==> src/rtl/ram_dump_pkg.sv <==
// Purpose : shared types and constants for the RAM-readout-to-UART dump path.
// Latency : n/a (declarations only).
// Backpr. : n/a.
// Contents: FSM state enum, bytes-per-word helper, 8N1 frame constants.
package ram_dump_pkg;

   typedef enum logic [2:0] {
      ST_IDLE,
      ST_ARM,
      ST_RD,
      ST_WAIT,
      ST_TX,
      ST_DONE
   } state_t;

   localparam logic UART_START_BIT  = 1'b0;
   localparam logic UART_STOP_BIT   = 1'b1;
   localparam int   UART_DATA_BITS  = 8;
   localparam int   UART_FRAME_BITS = UART_DATA_BITS + 2;

   // Number of 8-bit lanes needed to carry one RAM word.
   function automatic int bytes_per_word(input int data_w);
      return (data_w + 7) / 8;
   endfunction

endpackage

==> src/rtl/uart_tx_byte.sv <==
// Purpose : 8N1 serialiser for one byte per send strobe.
// Latency : tx drops to the start bit on the edge that accepts send.
// Backpr. : send is accepted only while ready=1; ready rises in the last stop-bit cycle so frames chain gap-free.
// Ports   : clk, reset (async active-low), send, data[7:0] in; tx (idle high), ready out.
module uart_tx_byte
   import ram_dump_pkg::*;
#(
   parameter int CLKS_PER_BIT = 434
) (
   input  logic       clk,
   input  logic       reset,
   input  logic       send,
   input  logic [7:0] data,
   output logic       tx,
   output logic       ready
);

   localparam int CNT_W = $clog2(CLKS_PER_BIT);

   logic [UART_FRAME_BITS-1:0] r_shift;
   logic [3:0]                 r_bit_cnt;
   logic [CNT_W-1:0]           r_clk_cnt;
   logic                       r_busy;
   logic                       w_bit_end;
   logic                       w_frame_end;

   assign w_bit_end   = (r_clk_cnt == CNT_W'(CLKS_PER_BIT - 1));
   assign w_frame_end = r_busy && w_bit_end && (r_bit_cnt == 4'(UART_FRAME_BITS - 1));
   assign ready       = !r_busy || w_frame_end;
   // Bit 0 of the shift register is the line; idle shifts in ones.
   assign tx          = r_shift[0];

   always_ff @(posedge clk or negedge reset) begin
      if (!reset) begin
         r_shift   <= '1;
         r_bit_cnt <= '0;
         r_clk_cnt <= '0;
         r_busy    <= 1'b0;
      end else if (send && ready) begin
         r_shift   <= {UART_STOP_BIT, data, UART_START_BIT};
         r_bit_cnt <= '0;
         r_clk_cnt <= '0;
         r_busy    <= 1'b1;
      end else if (r_busy) begin
         if (w_bit_end) begin
            r_clk_cnt <= '0;
            r_shift   <= {1'b1, r_shift[UART_FRAME_BITS-1:1]};
            if (r_bit_cnt == 4'(UART_FRAME_BITS - 1)) begin
               r_busy <= 1'b0;
            end else begin
               r_bit_cnt <= r_bit_cnt + 4'd1;
            end
         end else begin
            r_clk_cnt <= r_clk_cnt + CNT_W'(1);
         end
      end
   end

endmodule

==> src/rtl/ram_dump_uart.sv <==
// Purpose : on a start rising edge, read RAM over [first..last] (wrapping) and send each word as 8N1 bytes.
// Latency : first start bit leaves 2 + ARM_DELAY + RAM_LAT cycles after the trigger edge.
// Backpr. : none upstream; bytes are paced by the serialiser's ready, RAM reads are one-cycle strobes.
// Ports   : clk, reset (async active-low), start, first_addr, last_addr, ram_data in;
//           ram_rd_en, ram_addr, uart_tx, busy, done out.
module ram_dump_uart
   import ram_dump_pkg::*;
#(
   parameter int DATA_W       = 16,
   parameter int ADDR_W       = 6,
   parameter int CLKS_PER_BIT = 434,
   parameter int ARM_DELAY    = 15,
   parameter int RAM_LAT      = 1,
   parameter int MSB_FIRST    = 1
) (
   input  logic              clk,
   input  logic              reset,
   input  logic              start,
   input  logic [ADDR_W-1:0] first_addr,
   input  logic [ADDR_W-1:0] last_addr,
   output logic              ram_rd_en,
   output logic [ADDR_W-1:0] ram_addr,
   input  logic [DATA_W-1:0] ram_data,
   output logic              uart_tx,
   output logic              busy,
   output logic              done
);

   localparam int BPW    = bytes_per_word(DATA_W);
   localparam int WORD_W = BPW * 8;
   localparam int ARM_W  = (ARM_DELAY > 1) ? $clog2(ARM_DELAY + 1) : 1;
   localparam int LAT_W  = (RAM_LAT > 1) ? $clog2(RAM_LAT) : 1;

   state_t              r_state;
   logic                r_start_q;
   logic [ADDR_W-1:0]   r_cur;
   logic [ADDR_W-1:0]   r_end;
   logic [ARM_W-1:0]    r_arm_cnt;
   logic [LAT_W-1:0]    r_wait_cnt;
   logic [2:0]          r_byte_idx;
   logic [WORD_W-1:0]   r_word;
   logic                r_rd_en;
   logic [ADDR_W-1:0]   r_ram_addr;
   logic                r_busy;
   logic                r_done;

   logic                w_trig;
   logic [WORD_W-1:0]   w_ram_pad;
   logic                w_last_wait;
   logic                w_more;
   logic                w_send;
   logic [7:0]          w_send_byte;
   logic                w_tx_ready;

   // Lane idx of the word in transmit order.
   function automatic logic [7:0] pick(input logic [WORD_W-1:0] w, input logic [2:0] idx);
      logic [7:0] b;
      b = '0;
      for (int k = 0; k < BPW; k++) begin
         if ((MSB_FIRST != 0) ? (k == BPW - 1 - int'(idx)) : (k == int'(idx))) begin
            b = w[k*8 +: 8];
         end
      end
      return b;
   endfunction

   // Short words are zero-extended so the top lane carries zero high bits.
   always_comb begin
      w_ram_pad               = '0;
      w_ram_pad[DATA_W-1:0]   = ram_data;
   end

   assign w_trig      = start && !r_start_q;
   assign w_last_wait = (r_state == ST_WAIT) && (r_wait_cnt == LAT_W'(RAM_LAT - 1));
   assign w_more      = (r_byte_idx < 3'(BPW - 1));
   // The first byte goes straight from the RAM bus so its start bit lands on the capture edge;
   // later bytes come from the held word, one lane ahead of the current index.
   assign w_send      = w_last_wait || ((r_state == ST_TX) && w_tx_ready && w_more);
   assign w_send_byte = (r_state == ST_WAIT) ? pick(w_ram_pad, 3'd0)
                                             : pick(r_word, r_byte_idx + 3'd1);

   uart_tx_byte #(
      .CLKS_PER_BIT (CLKS_PER_BIT)
   ) u_tx (
      .clk   (clk),
      .reset (reset),
      .send  (w_send),
      .data  (w_send_byte),
      .tx    (uart_tx),
      .ready (w_tx_ready)
   );

   always_ff @(posedge clk or negedge reset) begin
      if (!reset) begin
         r_state    <= ST_IDLE;
         r_start_q  <= 1'b0;
         r_cur      <= '0;
         r_end      <= '0;
         r_arm_cnt  <= '0;
         r_wait_cnt <= '0;
         r_byte_idx <= '0;
         r_word     <= '0;
         r_rd_en    <= 1'b0;
         r_ram_addr <= '0;
         r_busy     <= 1'b0;
         r_done     <= 1'b0;
      end else begin
         r_start_q <= start;
         case (r_state)
            ST_IDLE, ST_DONE: begin
               if (w_trig) begin
                  r_cur     <= first_addr;
                  r_end     <= last_addr;
                  r_arm_cnt <= '0;
                  r_busy    <= 1'b1;
                  r_done    <= 1'b0;
                  r_state   <= ST_ARM;
               end
            end
            ST_ARM: begin
               if (r_arm_cnt == ARM_W'(ARM_DELAY)) begin
                  r_rd_en    <= 1'b1;
                  r_ram_addr <= r_cur;
                  r_state    <= ST_RD;
               end else begin
                  r_arm_cnt <= r_arm_cnt + ARM_W'(1);
               end
            end
            ST_RD: begin
               r_rd_en    <= 1'b0;
               r_wait_cnt <= '0;
               r_state    <= ST_WAIT;
            end
            ST_WAIT: begin
               if (w_last_wait) begin
                  r_word     <= w_ram_pad;
                  r_byte_idx <= '0;
                  r_state    <= ST_TX;
               end else begin
                  r_wait_cnt <= r_wait_cnt + LAT_W'(1);
               end
            end
            ST_TX: begin
               // ready here means the current stop bit is in its final cycle.
               if (w_tx_ready) begin
                  if (w_more) begin
                     r_byte_idx <= r_byte_idx + 3'd1;
                  end else if (r_cur == r_end) begin
                     r_busy  <= 1'b0;
                     r_done  <= 1'b1;
                     r_state <= ST_DONE;
                  end else begin
                     r_cur      <= r_cur + ADDR_W'(1);
                     r_ram_addr <= r_cur + ADDR_W'(1);
                     r_rd_en    <= 1'b1;
                     r_state    <= ST_RD;
                  end
               end
            end
            default: r_state <= ST_IDLE;
         endcase
      end
   end

   assign ram_rd_en = r_rd_en;
   assign ram_addr  = r_ram_addr;
   assign busy      = r_busy;
   assign done      = r_done;

endmodule

==> config.mk <==
export PLATFORM = sky130hd
export DESIGN_NAME = ram_dump_uart
export DESIGN_NICKNAME = d
export VERILOG_FILES = /design/src/rtl/ram_dump_pkg.sv /design/src/rtl/uart_tx_byte.sv /design/src/rtl/ram_dump_uart.sv
export SDC_FILE = /design/constraint.sdc
export NUM_CORES = 1
export LEC_CHECK = 0
export CAP_MARGIN = 20
export CORE_ASPECT_RATIO = 1.4
export CORE_MARGIN = 3
export CORE_UTILIZATION = 56
export CTS_CLUSTER_DIAMETER = 200
export DETAILED_ROUTE_END_ITERATION = 10
export PLACE_DENSITY = 0.86
export SYNTH_ARGS = -nofsm -noshare
export SYNTH_HDL_FRONTEND = slang
export SYNTH_SLANG_ARGS = --single-unit
==> constraint.sdc <==
create_clock -name clk -period 2.9 [get_ports clk]
set_input_delay 0.87 -clock clk [delete_from_list [all_inputs] [get_ports clk]]
set_output_delay 0.87 -clock clk [all_outputs]
set_load 0.05 [all_outputs]
==> results.json <==
{
  "outcome": "finished clean",
  "synth_edf_count": 0,
  "pin_count": 41,
  "synth_top_flop_cell": "dfrtp_1",
  "ys_warn_count": 0,
  "hold_end": "u_tx.r_shift[0]",
  "h-tree-depth": 3,
  "hpwl_um": 5831,
  "path_delay_family": "buffers and inverters",
  "async_flop_share_pct": 100.0,
  "gr-total-overflow": 0,
  "drt-pass1-iter-count": 4,
  "final_util_pct": 70.25,
  "fin_total_pwr_mw": 4.765,
  "rsz0062_at_grt": "no",
  "clockRootBuffer": "clkbuf_8",
  "grt_pass1_vias": 2849,
  "finClkSkew_ns": 0.01574,
  "hp-class": "reg2reg",
  "syn_nets": 393,
  "ys_types": 59,
  "start_util_pct": 59.22,
  "maxCapViolations": 0,
  "ctsLongestPathBuffers": 2,
  "r2r-start": "u_tx.r_bit_cnt[1]",
  "post_cts_buffers": 0,
  "p_leak_nw": 1.923,
  "path_buf_inv": 1,
  "grt_pass1_wl_um": 13030,
  "grt_usage_pct": 21.93,
  "grt_max_degree": 29,
  "fin_area_um2": 4483,
  "setup_viol": 0,
  "slowest_stage": "clkdlybuf4s50_1",
  "place_area_um2": 4262,
  "rr_worst_depth": 7,
  "slowest_delay_ns": 0.80,
  "postCtsHoldBufs": 0,
  "slew_headroom_pct": 34.40,
  "num_vias": 2861,
  "antenna_left": 0,
  "critPathArrivalTime_ns": 1.69,
  "crit_type": "reg2out",
  "tightest_slew_ns": 0.9774,
  "regToRegSetupSlack_ns": 0.44,
  "num-fill-cells": 461,
  "crit_required_ns": 2.03,
  "cts.sinks": 72,
  "synth_area_um2": 3779,
  "cts_resized": 0,
  "cts_buffers": 9,
  "syn_area_per_cell_um2": 10.70,
  "fin_crit_sh_pct": 88.35,
  "finalNetCount": 433,
  "route.detailed.drc": 0,
  "hold_depth": 2,
  "chipWidth_um": 75.43,
  "worstSetupStartpointType": "flop",
  "vdd_drop_max_mv": 0.6749,
  "yosysSeqAreaShare_pct": 47.98,
  "numPortBuffers": 40,
  "critPathCaptureType": "output pin",
  "cellPowerDensity_nw_per_um2": 1063,
  "r2r-end": "ram_addr[1]",
  "syn_inst": 353,
  "min-delay-start": "u_tx.r_shift[0]",
  "path_max_fanout": 2,
  "core_um2": 6381,
  "drt_iter0_drc": 169,
  "synth-seq-cells": 72,
  "insertedDiodeCount": 0,
  "drive_above_1_share_pct": 19.10,
  "finalHoldViolCount": 0,
  "routed_wl_um": 7797,
  "cts_tree": "built",
  "whs_ns": 0.4727,
  "fmax_mhz": 390.3,
  "period_needed_ns": 2.562,
  "path_cells": "clkdlybuf4s50_1",
  "place_congestion": 0.9352,
  "die_h_um": 103.2,
  "dieArea_um2": 7783,
  "area_delta_synth_final_pct": 18.64,
  "antenna_found_initial": 0,
  "wire_per_inst_um": 16.59,
  "vias_per_cell": 6.087,
  "clk_pin_slew_ns": 0.07,
  "fin_setup_tns_ns": 0,
  "num_rows": 34,
  "clk_latency_ns": 0.35,
  "slew_violations": 0
}
[cell usage in the layout (no fill, tap or decap), drive strengths merged, types with 5 or more instances in the layout]
cell	instances
dfrtp	63
clkdlybuf4s50	39
nand2	35
mux2	28
nor2	19
nand3	17
o21ai	14
a21oi	13
xor2	11
buf	11
clkbuf	10
nor3	9
xnor2	9
ha	9
dfstp	9
o211ai	9
a22oi	8
inv	7
nand4	6
nor2b	5
nand2b	5
o31ai	5
[registers in the layout, indices dropped and copies added, names as in the netlist]
| signal | flops |
|---|---|
| u_tx.r_busy | 1 |
| r_arm_cnt | 4 |
| u_tx.r_shift | 9 |
| r_start_q | 1 |
| r_wait_cnt | 1 |
| ram_rd_en | 1 |
| r_word | 16 |
| done | 1 |
| r_cur | 6 |
| u_tx.r_clk_cnt | 9 |
| r_end | 6 |
| busy | 1 |
| u_tx.r_bit_cnt | 4 |
| ram_addr | 6 |
| r_state | 3 |
| r_byte_idx | 3 |
[through the flow]
stage,setup WS [ns],cells
finish,0.3379,470
global route,0.3074,470
CTS,0.3263,470
detailed placement,0.2262,454
global placement,0.2601,454
floorplan,0.6647,353
[worst max path at each step]
stage,from,endpoint,slack [ns],cells after the start
after floorplan,u_tx.r_bit_cnt[1],r_end[0],0.66,8
after global placement,start,r_end[4],0.26,5
after detailed placement,start,r_end[3],0.23,5
after CTS,u_tx.r_shift[0],uart_tx,0.33,1
after global routing,u_tx.r_shift[0],uart_tx,0.31,1
final,u_tx.r_shift[0],uart_tx,0.34,1
[area by class of cell]
| cell class | count | area [um^2] | area share, % |
|---|---|---|---|
| tap | 72 | 90.09 | 2.009 |
| clock inverter | 6 | 93.84 | 2.093 |
| multi-input combinational | 253 | 1849 | 41.25 |
| sequential | 72 | 1813 | 40.44 |
| timing repair buffer | 50 | 483.0 | 10.77 |
| clock buffer | 10 | 127.6 | 2.847 |
| inverter | 7 | 26.28 | 0.5861 |
[worst min-delay path: cells and delay by family (launching register included)]
family	cells	cell delay, ns
DFF	1	0.38
and+or+nand+nor	2	0.10
[kinds of logic (layout without fill, tap and decap cells)]
family | after synthesis | count (layout) | share of synthesized area [%]
compound gates | 78 | 78 | 15.63
simple gates | 117 | 117 | 17.09
xor+xnor | 20 | 20 | 4.636
buf+inv | 28 | 73 | 3.079
mux | 29 | 29 | 8.609
flops | 72 | 72 | 47.98
fa+ha+maj | 9 | 9 | 2.980
[power breakdown]
group | internal (mW) | switching, mW | total, mW | leakage (nW)
clock | 0.489 | 0.381 | 0.870 | 0.107
sequential | 1.47 | 0.394 | 1.86 | 0.871
combinational | 0.973 | 1.06 | 2.03 | 0.945
total | 2.93 | 1.84 | 4.76 | 1.92
[metal layers]
layer  global-route usage (%)  part of all wire [%]  wire, um
met5                        0                     0         0
met2                    38.46                    55      4312
met3                    3.482                   3.2       247
met1                    26.15                    40      3103
met4                    9.421                   1.7       133
[cells in the mapped netlist, drive strengths merged, types with 4 or more instances]
master  instances  area [um^2]
dfrtp          63         1577
nand2          35        131.4
mux2           28        315.3
nor2           19        71.32
nand3          17        85.08
clkbuf         14        53.80
o21ai          14        70.06
a21oi          13        65.06
xor2           11        96.34
dfstp           9        236.5
ha              9        112.6
nor3            9        45.04
o211ai          9        72.57
xnor2           9        78.83
a22oi           8        60.06
buf             7        36.28
inv             7        26.28
nand4           6        37.54
nand2b          5        31.28
nor2b           5        31.28
o31ai           5        51.30
a211o           4        35.03
a22o            4        35.03
Note: power is estimated with default switching activity, not from simulation.
